File: src/rtl/ube_dma_seq.sv
// ube_dma_seq: Unibus Exerciser DMA sequencer; runs NPR transfer cycles and pulses ubeINC until regCC wraps to zero.
// Optional XFER ack timeout with sticky NXM abort is built when UBE_NXM_TIMEOUT_EN is defined.
module ube_dma_seq #(
    parameter int TIMEOUT = 127
) (
    input  logic        clk,
    input  logic        rst,
    input  logic        devRESET,
    input  logic        ubeGO,
    input  logic [15:0] regCC,
    input  logic        dmaGNT,
    input  logic        busACK,
    output logic        dmaREQ,
    output logic        busCYC,
    output logic        ubeINC,
    output logic        ubeBUSY,
    output logic        ubeDONE,
    output logic        ubeNXM
);

    typedef enum logic [2:0] {
        S_IDLE,
        S_REQ,
        S_XFER,
        S_INC,
        S_CHK
    } state_t;

    localparam logic [6:0] TMO_LAST = 7'(TIMEOUT - 1);

    state_t state_q;
    logic   req_q;
    logic   cyc_q;
    logic   inc_q;
    logic   busy_q;
    logic   done_q;

    // Bit 0 of the count never takes part in termination, so odd counts still end.
    logic   unused_cc;
    assign unused_cc = regCC[0];

`ifdef UBE_NXM_TIMEOUT_EN
    logic [6:0] tmo_q;
    logic       nxm_q;

    always_ff @(posedge clk or posedge rst) begin
        if (rst) begin
            state_q <= S_IDLE;
            req_q   <= 1'b0;
            cyc_q   <= 1'b0;
            inc_q   <= 1'b0;
            busy_q  <= 1'b0;
            done_q  <= 1'b0;
            nxm_q   <= 1'b0;
            tmo_q   <= '0;
        end else if (devRESET) begin
            state_q <= S_IDLE;
            req_q   <= 1'b0;
            cyc_q   <= 1'b0;
            inc_q   <= 1'b0;
            busy_q  <= 1'b0;
            done_q  <= 1'b0;
            nxm_q   <= 1'b0;
            tmo_q   <= '0;
        end else begin
            inc_q <= 1'b0;
            case (state_q)
                S_IDLE: if (ubeGO) begin
                    state_q <= S_REQ;
                    req_q   <= 1'b1;
                    busy_q  <= 1'b1;
                    done_q  <= 1'b0;
                    nxm_q   <= 1'b0;
                end
                S_REQ: if (dmaGNT) begin
                    state_q <= S_XFER;
                    cyc_q   <= 1'b1;
                end
                S_XFER: begin
                    // An ack arriving on the last allowed cycle still completes the transfer.
                    if (busACK) begin
                        state_q <= S_INC;
                        req_q   <= 1'b0;
                        cyc_q   <= 1'b0;
                        inc_q   <= 1'b1;
                        tmo_q   <= '0;
                    end else if (tmo_q == TMO_LAST) begin
                        state_q <= S_IDLE;
                        req_q   <= 1'b0;
                        cyc_q   <= 1'b0;
                        busy_q  <= 1'b0;
                        nxm_q   <= 1'b1;
                        tmo_q   <= '0;
                    end else begin
                        tmo_q <= tmo_q + 7'd1;
                    end
                end
                S_INC: state_q <= S_CHK;
                S_CHK: if (regCC[15:1] == '0) begin
                    state_q <= S_IDLE;
                    busy_q  <= 1'b0;
                    done_q  <= 1'b1;
                end else begin
                    state_q <= S_REQ;
                    req_q   <= 1'b1;
                end
                default: state_q <= S_IDLE;
            endcase
        end
    end

    assign ubeNXM = nxm_q;
`else
    logic unused_tmo;
    assign unused_tmo = ^TMO_LAST;

    always_ff @(posedge clk or posedge rst) begin
        if (rst) begin
            state_q <= S_IDLE;
            req_q   <= 1'b0;
            cyc_q   <= 1'b0;
            inc_q   <= 1'b0;
            busy_q  <= 1'b0;
            done_q  <= 1'b0;
        end else if (devRESET) begin
            state_q <= S_IDLE;
            req_q   <= 1'b0;
            cyc_q   <= 1'b0;
            inc_q   <= 1'b0;
            busy_q  <= 1'b0;
            done_q  <= 1'b0;
        end else begin
            inc_q <= 1'b0;
            case (state_q)
                S_IDLE: if (ubeGO) begin
                    state_q <= S_REQ;
                    req_q   <= 1'b1;
                    busy_q  <= 1'b1;
                    done_q  <= 1'b0;
                end
                S_REQ: if (dmaGNT) begin
                    state_q <= S_XFER;
                    cyc_q   <= 1'b1;
                end
                S_XFER: if (busACK) begin
                    state_q <= S_INC;
                    req_q   <= 1'b0;
                    cyc_q   <= 1'b0;
                    inc_q   <= 1'b1;
                end
                S_INC: state_q <= S_CHK;
                S_CHK: if (regCC[15:1] == '0) begin
                    state_q <= S_IDLE;
                    busy_q  <= 1'b0;
                    done_q  <= 1'b1;
                end else begin
                    state_q <= S_REQ;
                    req_q   <= 1'b1;
                end
                default: state_q <= S_IDLE;
            endcase
        end
    end

    assign ubeNXM = 1'b0;
`endif

    assign dmaREQ  = req_q;
    assign busCYC  = cyc_q;
    assign ubeINC  = inc_q;
    assign ubeBUSY = busy_q;
    assign ubeDONE = done_q;

endmodule

File: config.mk
export PLATFORM = sky130hd
export DESIGN_NAME = ube_dma_seq
export DESIGN_NICKNAME = d
export VERILOG_FILES = /design/src/rtl/ube_dma_seq.sv
export SDC_FILE = /design/constraint.sdc
export NUM_CORES = 1
export LEC_CHECK = 0
export CORE_AREA = 2 2 39 41
export CTS_BUF_LIST = sky130_fd_sc_hd__clkbuf_16
export CTS_CLUSTER_DIAMETER = 50
export DETAILED_ROUTE_END_ITERATION = 16
export DIE_AREA = 0 0 41 43
export DONT_BUFFER_PORTS = 1
export PLACE_DENSITY_LB_ADDON = 0.12
export REMOVE_ABC_BUFFERS = 1
export SLEW_MARGIN = 10
export SYNTH_ARGS = -nofsm -noshare
export SYNTH_HDL_FRONTEND = slang
export SYNTH_SLANG_ARGS = --single-unit
File: constraint.sdc
create_clock -name clk -period 1.06 [get_ports clk]
set_input_delay 0.106 -clock clk [delete_from_list [all_inputs] [get_ports clk]]
set_output_delay 0.106 -clock clk [all_outputs]
set_load 0.05 [all_outputs]
* Yosys cells after proc, flatten, opt, wreduce, memory -nomap -nowiden
Index checks and enable logic that the tools add are counted.
** Cells by class
- Equal/unequal tests :: 9
- Reductions and logical operators :: 9
- Multiplexer cells :: 24
** Operators with widths (count)
- logical NOT 15 bit :: 1
- two-way mux 1 bit :: 15
- inequality test 3 bit (second input constant) :: 5
- case mux 3 bit (5 select lines) :: 1
- two-way mux 3 bit :: 4
- AND reduction 3 bit :: 3
- equality test 3 x 2 -> 1 bit (second input constant) :: 2
- case mux 1 bit (2 select lines) :: 3
- nonzero test 3 bit :: 2
- AND reduction 4 bit :: 1
- nonzero test 4 bit :: 1
- equality test 3 x 1 -> 1 bit (second input constant) :: 1
- equality test 3 bit (second input constant) :: 1
- logical NOT 3 bit :: 1
- case mux 1 bit (3 select lines) :: 1
** Word-level totals
- Register bits after elaboration :: 8
- Input port bits :: 22

* Longest topological paths before layout
Gate-level depths: netlist of the first run.
- Depth after elaboration :: 4
- Mapped depth :: 4
- Mapped depth without buffers :: 3

* Worst setup path before layout of the first run
Ideal clock, no wire load.
- Path type :: flip-flop to flip-flop
- Start :: register, netlist name dmaREQ
- End :: register req_q (netlist: dmaREQ)
- Required time :: 933 ps
- Period minus slack after synthesis :: 1229 ps
- Buffers on the path :: 0
- Cell stages (with the launch flop) :: 4
- Path slack :: -169 ps
- Setup time :: 127 ps
- Arrival time :: 1102 ps
- Cells stage by stage :: dfrtp_1 > or2_2 > a21oi_1 > a211oi_1
** RTL lines
- to (signal assigned) :: line 120 : req_q <= 1'b0;
- to (signal assigned) :: line 127 : req_q <= 1'b0;
- to (signal assigned) :: line 137 : req_q <= 1'b1;
- to (decl) :: line 32 : logic req_q;

* Worst setup path in the final report of the first run
- Start :: register state_q[1]
- End :: register state_q[0]
** On the way
- Longest elaborated chain between the ends :: 3
** RTL lines
- from (decl) :: line 31 : state_t state_q;
- from (signal assigned) :: line 119 : state_q <= S_IDLE;
- from (signal assigned) :: line 126 : state_q <= S_IDLE;
- from (signal assigned) :: line 136 : state_q <= S_REQ;
- equality test 3 bit (tied with other cells) :: line 134 : case (state_q)
- case mux 3 bit (5 select lines) / inequality test 3 bit (equally long branches)
- two-way mux 3 bit / AND reduction 3 bit (equally long branches)
Parallel ways exist; a longest one is shown, timed or not.
A chain may end at the register's enable or synchronous reset.

==> results of run 1 <==
==> final cells by class <==
cell class / count / share of cell area [%]
inverters: 3 / 1.670
well taps: 16 / 2.968
clock buffers: 3 / 11.13
multi-input cells: 35 / 40.26
repair buffers: 12 / 14.10
flip-flops and latches: 8 / 29.87
==> metal layers <==
metal / wire length (um) / vias up / track usage, %
met4: 34 / 0 / 12.00
met2: 544 / 24 / 22.81
met1: 449 / 214 / 19.74
li1: - / 204 / -
met3: 117 / 5 / 4.712
met5: 0 / - / 0
==> sequential cells by signal (all words and copies together), names as in the netlist <==
| name | flops |
|---|---|
| state_q | 3 |
| busCYC | 1 |
| dmaREQ | 1 |
| ubeBUSY | 1 |
| ubeDONE | 1 |
| ubeINC | 1 |
==> critical path, delay by kind of cell, from the launching register on <==
family,cells,cell delay [ps]
muxes,2,440
DFF,1,450
AOI/OAI and AO/OA,1,90
==> per-stage QoR <==
step           hold WS, ps  instance area [um^2]
3_3_place_gp        -39.14                 550.5
6_report             42.43                 674.4
4_1_cts              42.91                 668.1
5_1_grt              55.05                 674.4
2_1_floorplan       -78.34                 462.9
3_5_place_dp        -26.31                 550.5
==> where the power goes <==
part,switching (mW),internal [mW],total (mW)
Combinational,0.103,0.0834,0.186
Clock,0.150,0.487,0.637
Sequential,0.0213,0.325,0.347
Total,0.275,0.895,1.17
==> cells in the final DEF, fill, tap and decap left out, types with 2 or more instances in the layout <==
master,count
nor3_1,3
a21oi_1,3
inv_1,3
nand2_1,3
o21bai_1,2
dlygate4sd3_1,2
nand3b_1,2
dfrtp_1,7
nor2_1,2
nor4_2,3
clkbuf_16,3
buf_4,10
==> worst paths after layout <==
check,start,end,slack [ps],cells past startpoint
min reg2reg,busCYC,busCYC,580,2
max in group asynchronous,rst,state_q[1],520,2
max,state_q[1],state_q[0],-40,3
min,devRESET,dmaREQ,40,2
max reg2reg,state_q[1],state_q[0],-40,3
min in group asynchronous,rst,busCYC,270,2
==> cell families (layout without fill, tap and decap cells) <==
group                  count (synthesis)  count (layout)  share of synthesized area (%)
AOI/OAI and AO/OA                     12              12                          17.09
buffers and inverters                  7              18                          7.907
DFF                                    8               8                          40.82
muxes                                  3               3                          6.632
other                                  1               1                         0.7646
and+or+nand+nor                       19              19                          26.79
==> timing repair <==
item / in CTS / in global routing
setup endpoints to repair: 4 / 5
setup buffers: 1 / 0
pin swaps: 1 / 0
hold buffers: 2 / 0
resized for setup: 5 / 1
cloned: 0 / 0
hold endpoints to repair: 13 / 0
==> results.ini, run 1 <==
[outcome]
outcome=finished, violations left
failed_checks=setup timing

[cells_and_area]
antenna_cells_inserted=0
nNetsFinal=85
flow.area_growth_from_synthesis_pct=37.50
area_of_the_multi_input_gates_um2=271.5
num-fill-cells=130
ff_latch_area_um2=201.4
finalNonFillerCells=77
fin_util_pct=48.73
final_layout_size_suffix_gt1_share_pct=40.98

[sta]
clock.fmax_ghz=0.9121
rsz0062_at_grt=yes
ratio_of_final_minimum_period_to_clock_period_pct=103.4
number_of_pins_exceeding_their_max_slew_limit_in_the_final_report=0
fin_tns_setup_ps=-55.20
report.final.setup_viol=2
postLayoutSetupSlackWorst_ps=-36.36
fin_worst_skew_ps=2.365
count_of_final_hold_check_violations=0
post-route-min-period_ps=1096

[logic_synthesis]
yosysTopAreaCellShare_pct=40.82
synthesis.yosys.warnings=0
netlist.top_cell.by_area=dfrtp_1
synth.lib_cells_used.distinct=29
netlist_top_cells_area=dfrtp_1 41%, nor4_2 7.7%, a21oi_1 3.1%, nor3_1 3.1%, nand3b_1 3.1%
seq_area_frac_synth_pct=40.82
synth.most_common_cell=dfrtp_1
count_of_flip_flops_with_a_built_in_enable_after_synthesis=0
synth_flop_cell=dfrtp_1
flip_flop_and_latch_count_after_synthesis=8
mappedNetlistArea_um2=490.5
synthCells=50
syn_area_per_cell_um2=9.809
async_reset_ff_share_pct=100.0

[grt]
via_count_of_the_first_global_routing_pass=442
grt_ovf=0
grt_max_degree=9
global_route_wire_length_before_repair_um=1835
grt_antenna_before_repair=0
grt_use_total_pct=16.18

[hold_path]
hold_class=input pin to flop

[cts]
cts_sinks=8
cell_at_the_root_of_the_clock_tree=clkbuf_16
cts_tree=yes
clk_transition_reported_paths_ps=40
cts_inserted_buffers=3
worst_skew_pair.late_latency_ps=230
clock_path_buffers=2
cts.htree.levels=1

[placement]
io_buffers=0
pre_cts_slack_ps=-87.78
post_dp_hpwl_um=851.1
dp.cells=71
gp_routability_congestion=0.7717

[die]
num_io_pins=28
die_h_um=43
fp.dieW_um=41
num_rows=14
initial_utilization_pct=35.44
die_area_um2=1763
core_um2=1384

[route]
totalWireLength_um=1145
vias_per_cell=5.805
num_vias=447
detail_route.drc_violations=0
post_drt_wl_per_cell_um=14.87
drt_pre_antenna_iters=3
drtAntennaViolNets=0
drt-initial-drc-count=5

[worst_setup_path]
worstPathMaxFanout=6
timing_worst_setup_path_type=flop to flop
crit_path_cell_trace=mux2_4 -> mux2i_1 -> o32ai_1
timing.critical_path.from_type=flop
critPathMaxStageDelay_ps=450
crit_slowest_cell=dfrtp_2
worst_setup_path_end_kind=flop
worst-endpoint-arrival_ps=1200
critPathRequiredTime_ps=1170

[power_and_ir_drop]
p_leak_nw=0.2792
vdd_ir_drop_max_mv=0.6167
power-per-cell-area_nw_per_um2=1735
finalPower_mw=1.170

[flow_run]
cap_violations=0

No activity file was read; power rests on OpenSTA's default activity.
==> run 2: changes to the inputs <==
--- a/config.mk
+++ b/config.mk
@@ -5,13 +5,14 @@
 export SDC_FILE = /design/constraint.sdc
 export NUM_CORES = 1
 export LEC_CHECK = 0
+export ABC_AREA = 1
 export CORE_AREA = 2 2 39 41
 export CTS_BUF_LIST = sky130_fd_sc_hd__clkbuf_16
 export CTS_CLUSTER_DIAMETER = 50
 export DETAILED_ROUTE_END_ITERATION = 16
 export DIE_AREA = 0 0 41 43
 export DONT_BUFFER_PORTS = 1
-export PLACE_DENSITY_LB_ADDON = 0.12
+export PLACE_DENSITY = 0.55
 export REMOVE_ABC_BUFFERS = 1
 export SLEW_MARGIN = 10
 export SYNTH_ARGS = -nofsm -noshare
==> run 2 against run 1 <==
  * The flow still finishes with violations (setup timing)
  * Fmax decreased by 5.1%
  * Sequential power grew 53%
  * Cell count rose by 44%
  * First-iteration DRC count is 20% higher
  * Combinational power rose to 5.3 times the previous value
  * Sequential cell count unchanged
  * Design area grew 12%
  * Synthesized cell count up 56%
  * Non-clock buffer count increased by 3
  * Clock-buffer cell count did not move
  * Worst setup slack worse by 59 ps
  * Power grew 85%
  * Critical path type unchanged
==> results.ini, run 2 <==
[worst_setup_path]
worst_setup_path_end_kind=flop  ; unchanged
critPathRequiredTime_ps=1180  ; was 1170 ps
worst-endpoint-arrival_ps=1280  ; was 1200 ps
worst_r2r_path_depth=6  ; was 3
timing.critical_path.from_type=flop  ; unchanged
timing_worst_setup_path_type=flop to flop  ; unchanged
worstPathMaxFanout=4  ; was 6

[die]
die_area_um2=1763  ; unchanged
core_um2=1384  ; unchanged
num_rows=14  ; unchanged
initial_utilization_pct=38.43  ; was 35.44%
die_h_um=43  ; unchanged
fp.dieW_um=41  ; unchanged
num_io_pins=28  ; unchanged

[cells_and_area]
flow.area_growth_from_synthesis_pct=41.65  ; was 37.50%
mostFrequentLayoutCell=nand2_1  ; was buf_4
top_register=state_q  ; unchanged
nNetsFinal=119  ; was 85
antenna_cells_inserted=0  ; unchanged
fin_util_pct=54.43  ; was 48.73%
largest_reg_flops=3  ; unchanged
most-common-layout-cells=24 x nand2_1, 13 x buf_4, 12 x nor2_1  ; was 10 x buf_4, 7 x dfrtp_1
final_layout_size_suffix_gt1_share_pct=34.74  ; was 40.98%

[cts]
clk_transition_reported_paths_ps=40  ; about the same
cts_inserted_buffers=3  ; unchanged
cts_sinks=8  ; unchanged
cell_at_the_root_of_the_clock_tree=clkbuf_16  ; unchanged
cts_tree=yes  ; unchanged
worst_skew_pair.late_latency_ps=230  ; about the same
clock_path_buffers=2  ; unchanged
cts.htree.levels=1  ; unchanged

[hold_path]
hold_depth=3  ; was 2
hold_class=input pin to flop  ; unchanged

[sta]
count_of_final_hold_check_violations=0  ; unchanged
ratio_of_final_minimum_period_to_clock_period_pct=109.0  ; was 103.4%
fin_tns_setup_ps=-384.4  ; was -55.20 ps
number_of_pins_exceeding_their_max_slew_limit_in_the_final_report=0  ; unchanged
post-route-min-period_ps=1155  ; was 1096 ps
postLayoutSetupSlackWorst_ps=-95.04  ; was -36.36 ps
rsz0062_at_grt=yes  ; unchanged
clock.fmax_ghz=0.8658  ; was 0.9121 GHz
fin_worst_skew_ps=2.347  ; was 2.365 ps
report.final.setup_viol=6  ; was 2

[logic_synthesis]
syn_area_per_cell_um2=6.817  ; was 9.809 um^2
synth.most_common_cell=nand2_1  ; was dfrtp_1
mappedNetlistArea_um2=531.8  ; was 490.5 um^2
flip_flop_and_latch_count_after_synthesis=8  ; unchanged
seq_area_frac_synth_pct=37.65  ; was 40.82%
synthCells=78  ; was 50
netlist_top_cells_area=dfrtp_1 38%, nand2_1 18%, nor2_1 8.5%, nor2_2 5.9%, nand3_2 5.6%  ; was dfrtp_1 41%, nor4_2 7.7%, a21oi_1 3.1%, nor3_1 3.1%, nand3b_1 3.1%
synthesis.yosys.warnings=0  ; unchanged
netlist.top_cell.by_area=dfrtp_1  ; unchanged
count_of_flip_flops_with_a_built_in_enable_after_synthesis=0  ; unchanged
synth.lib_cells_used.distinct=19  ; was 29
async_reset_ff_share_pct=100.0  ; unchanged
synth_flop_cell=dfrtp_1  ; unchanged
yosysTopAreaCellShare_pct=37.65  ; was 40.82%
synthTopCellsByCount=25 x nand2_1, 12 x nor2_1, 8 x dfrtp_1, 8 x inv_1

[grt]
global_route_wire_length_before_repair_um=1952  ; was 1835 um
grt_ovf=0  ; unchanged
grt_use_total_pct=17.47  ; was 16.18%
grt_antenna_before_repair=0  ; unchanged
grt_max_degree=9  ; unchanged
via_count_of_the_first_global_routing_pass=493  ; was 442

[route]
post_drt_wl_per_cell_um=10.93  ; was 14.87 um
drtAntennaViolNets=0  ; unchanged
drt_pre_antenna_iters=4  ; was 3
vias_per_cell=4.847  ; was 5.805
drt-initial-drc-count=6  ; was 5
detail_route.drc_violations=0  ; unchanged
totalWireLength_um=1213  ; was 1145 um
num_vias=538  ; was 447

[placement]
pre_cts_slack_ps=-144.7  ; was -87.78 ps
io_buffers=0  ; unchanged
post_dp_hpwl_um=855.7  ; was 851.1 um
gp_routability_congestion=0.8091  ; was 0.7717

[power_and_ir_drop]
vdd_ir_drop_max_mv=1.405  ; was 0.6167 mV
power-per-cell-area_nw_per_um2=2868  ; was 1735 nW/um^2
p_leak_nw=0.4024  ; was 0.2792 nW

[outcome]
outcome=finished, violations left  ; unchanged
failed_checks=setup timing  ; unchanged

[flow_run]
cap_violations=0  ; unchanged

[run 2: cell types whose count changed after synthesis, moves of 3 or more]
cell / change
nand3_1: +5
inv_1: +5
nand2_1: +22
nor4_2: -3
nor2_1: +10
nor2_2: +4
nand3_2: +3
[run 2: stage by stage]
stage                     total power [mW]  std cells  hold slack [ps]  area, um^2
final                                2.160        111            32.59       753.2
after global routing                 2.290        111            51.17       753.2
after CTS                            2.127        110            33.40       740.7
after floorplan                      1.105         77           -78.34       524.3
after global placement               1.398        103           -33.75       619.3
after detailed placement             1.400        103           -24.64       619.3
[run 2: final timing paths]
check	slack, ps	from	end
setup / recovery	-100	state_q[0]	dmaREQ
hold / removal	30	devRESET	state_q[0]
setup reg to reg	-100	state_q[0]	dmaREQ
hold reg to reg	460	dmaREQ	dmaREQ
max in group asynchronous	520	rst	state_q[1]
min in group asynchronous	270	rst	ubeDONE
[run 2: report_power, final]
group	switching (mW)	total [mW]	internal, mW
clock network	0.147	0.634	0.486
logic	0.552	0.994	0.442
registers	0.124	0.532	0.409
total	0.823	2.16	1.34
[run 2: what timing repair did]
action / in CTS / in global routing
setup endpoints to repair: 7 / 7
gates resized for setup: 5 / 1
hold buffers: 2 / 0
hold endpoints to repair: 9 / 0
buffers inserted: 2 / 1
pin swaps: 3 / 2
[run 2: logic make-up (layout without fill, tap and decap cells)]
logic type / after synthesis / in the layout / synth area share, %
AND/OR/NAND/NOR: 55 / 55 / 49.18
other: 1 / 1 / 0.7052
flip-flops: 8 / 8 / 37.65
AO/OA/AOI/OAI: 4 / 4 / 4.705
buffers and inverters: 10 / 27 / 7.765
[run 2: worst max-delay path, cell delays in order, from the launching register on]
cell and delay [ps]:
dfrtp_2 440, nor2_4 130, nand2_1 70, nor2_2 140
nand3_2 110, nand3_1 100, nand2_1 50
[run 2: per-layer routing]
layer | up-vias | routed length, um | global-route usage, %
met3 | 5 | 68 | 5.759
li1 | 276 | - | -
met5 | - | 0 | 0
met2 | 15 | 611 | 26.56
met1 | 242 | 500 | 19.34
met4 | 0 | 33 | 12.00
[run 2: layout make-up]
cell class / count / area (um^2)
clock buffer: 3 / 75.07
fill: 131 / 630.6
inverter: 9 / 33.78
multi-input combinational: 60 / 302.8
sequential: 8 / 203.9
tap: 16 / 20.02
timing repair buffer: 15 / 117.6
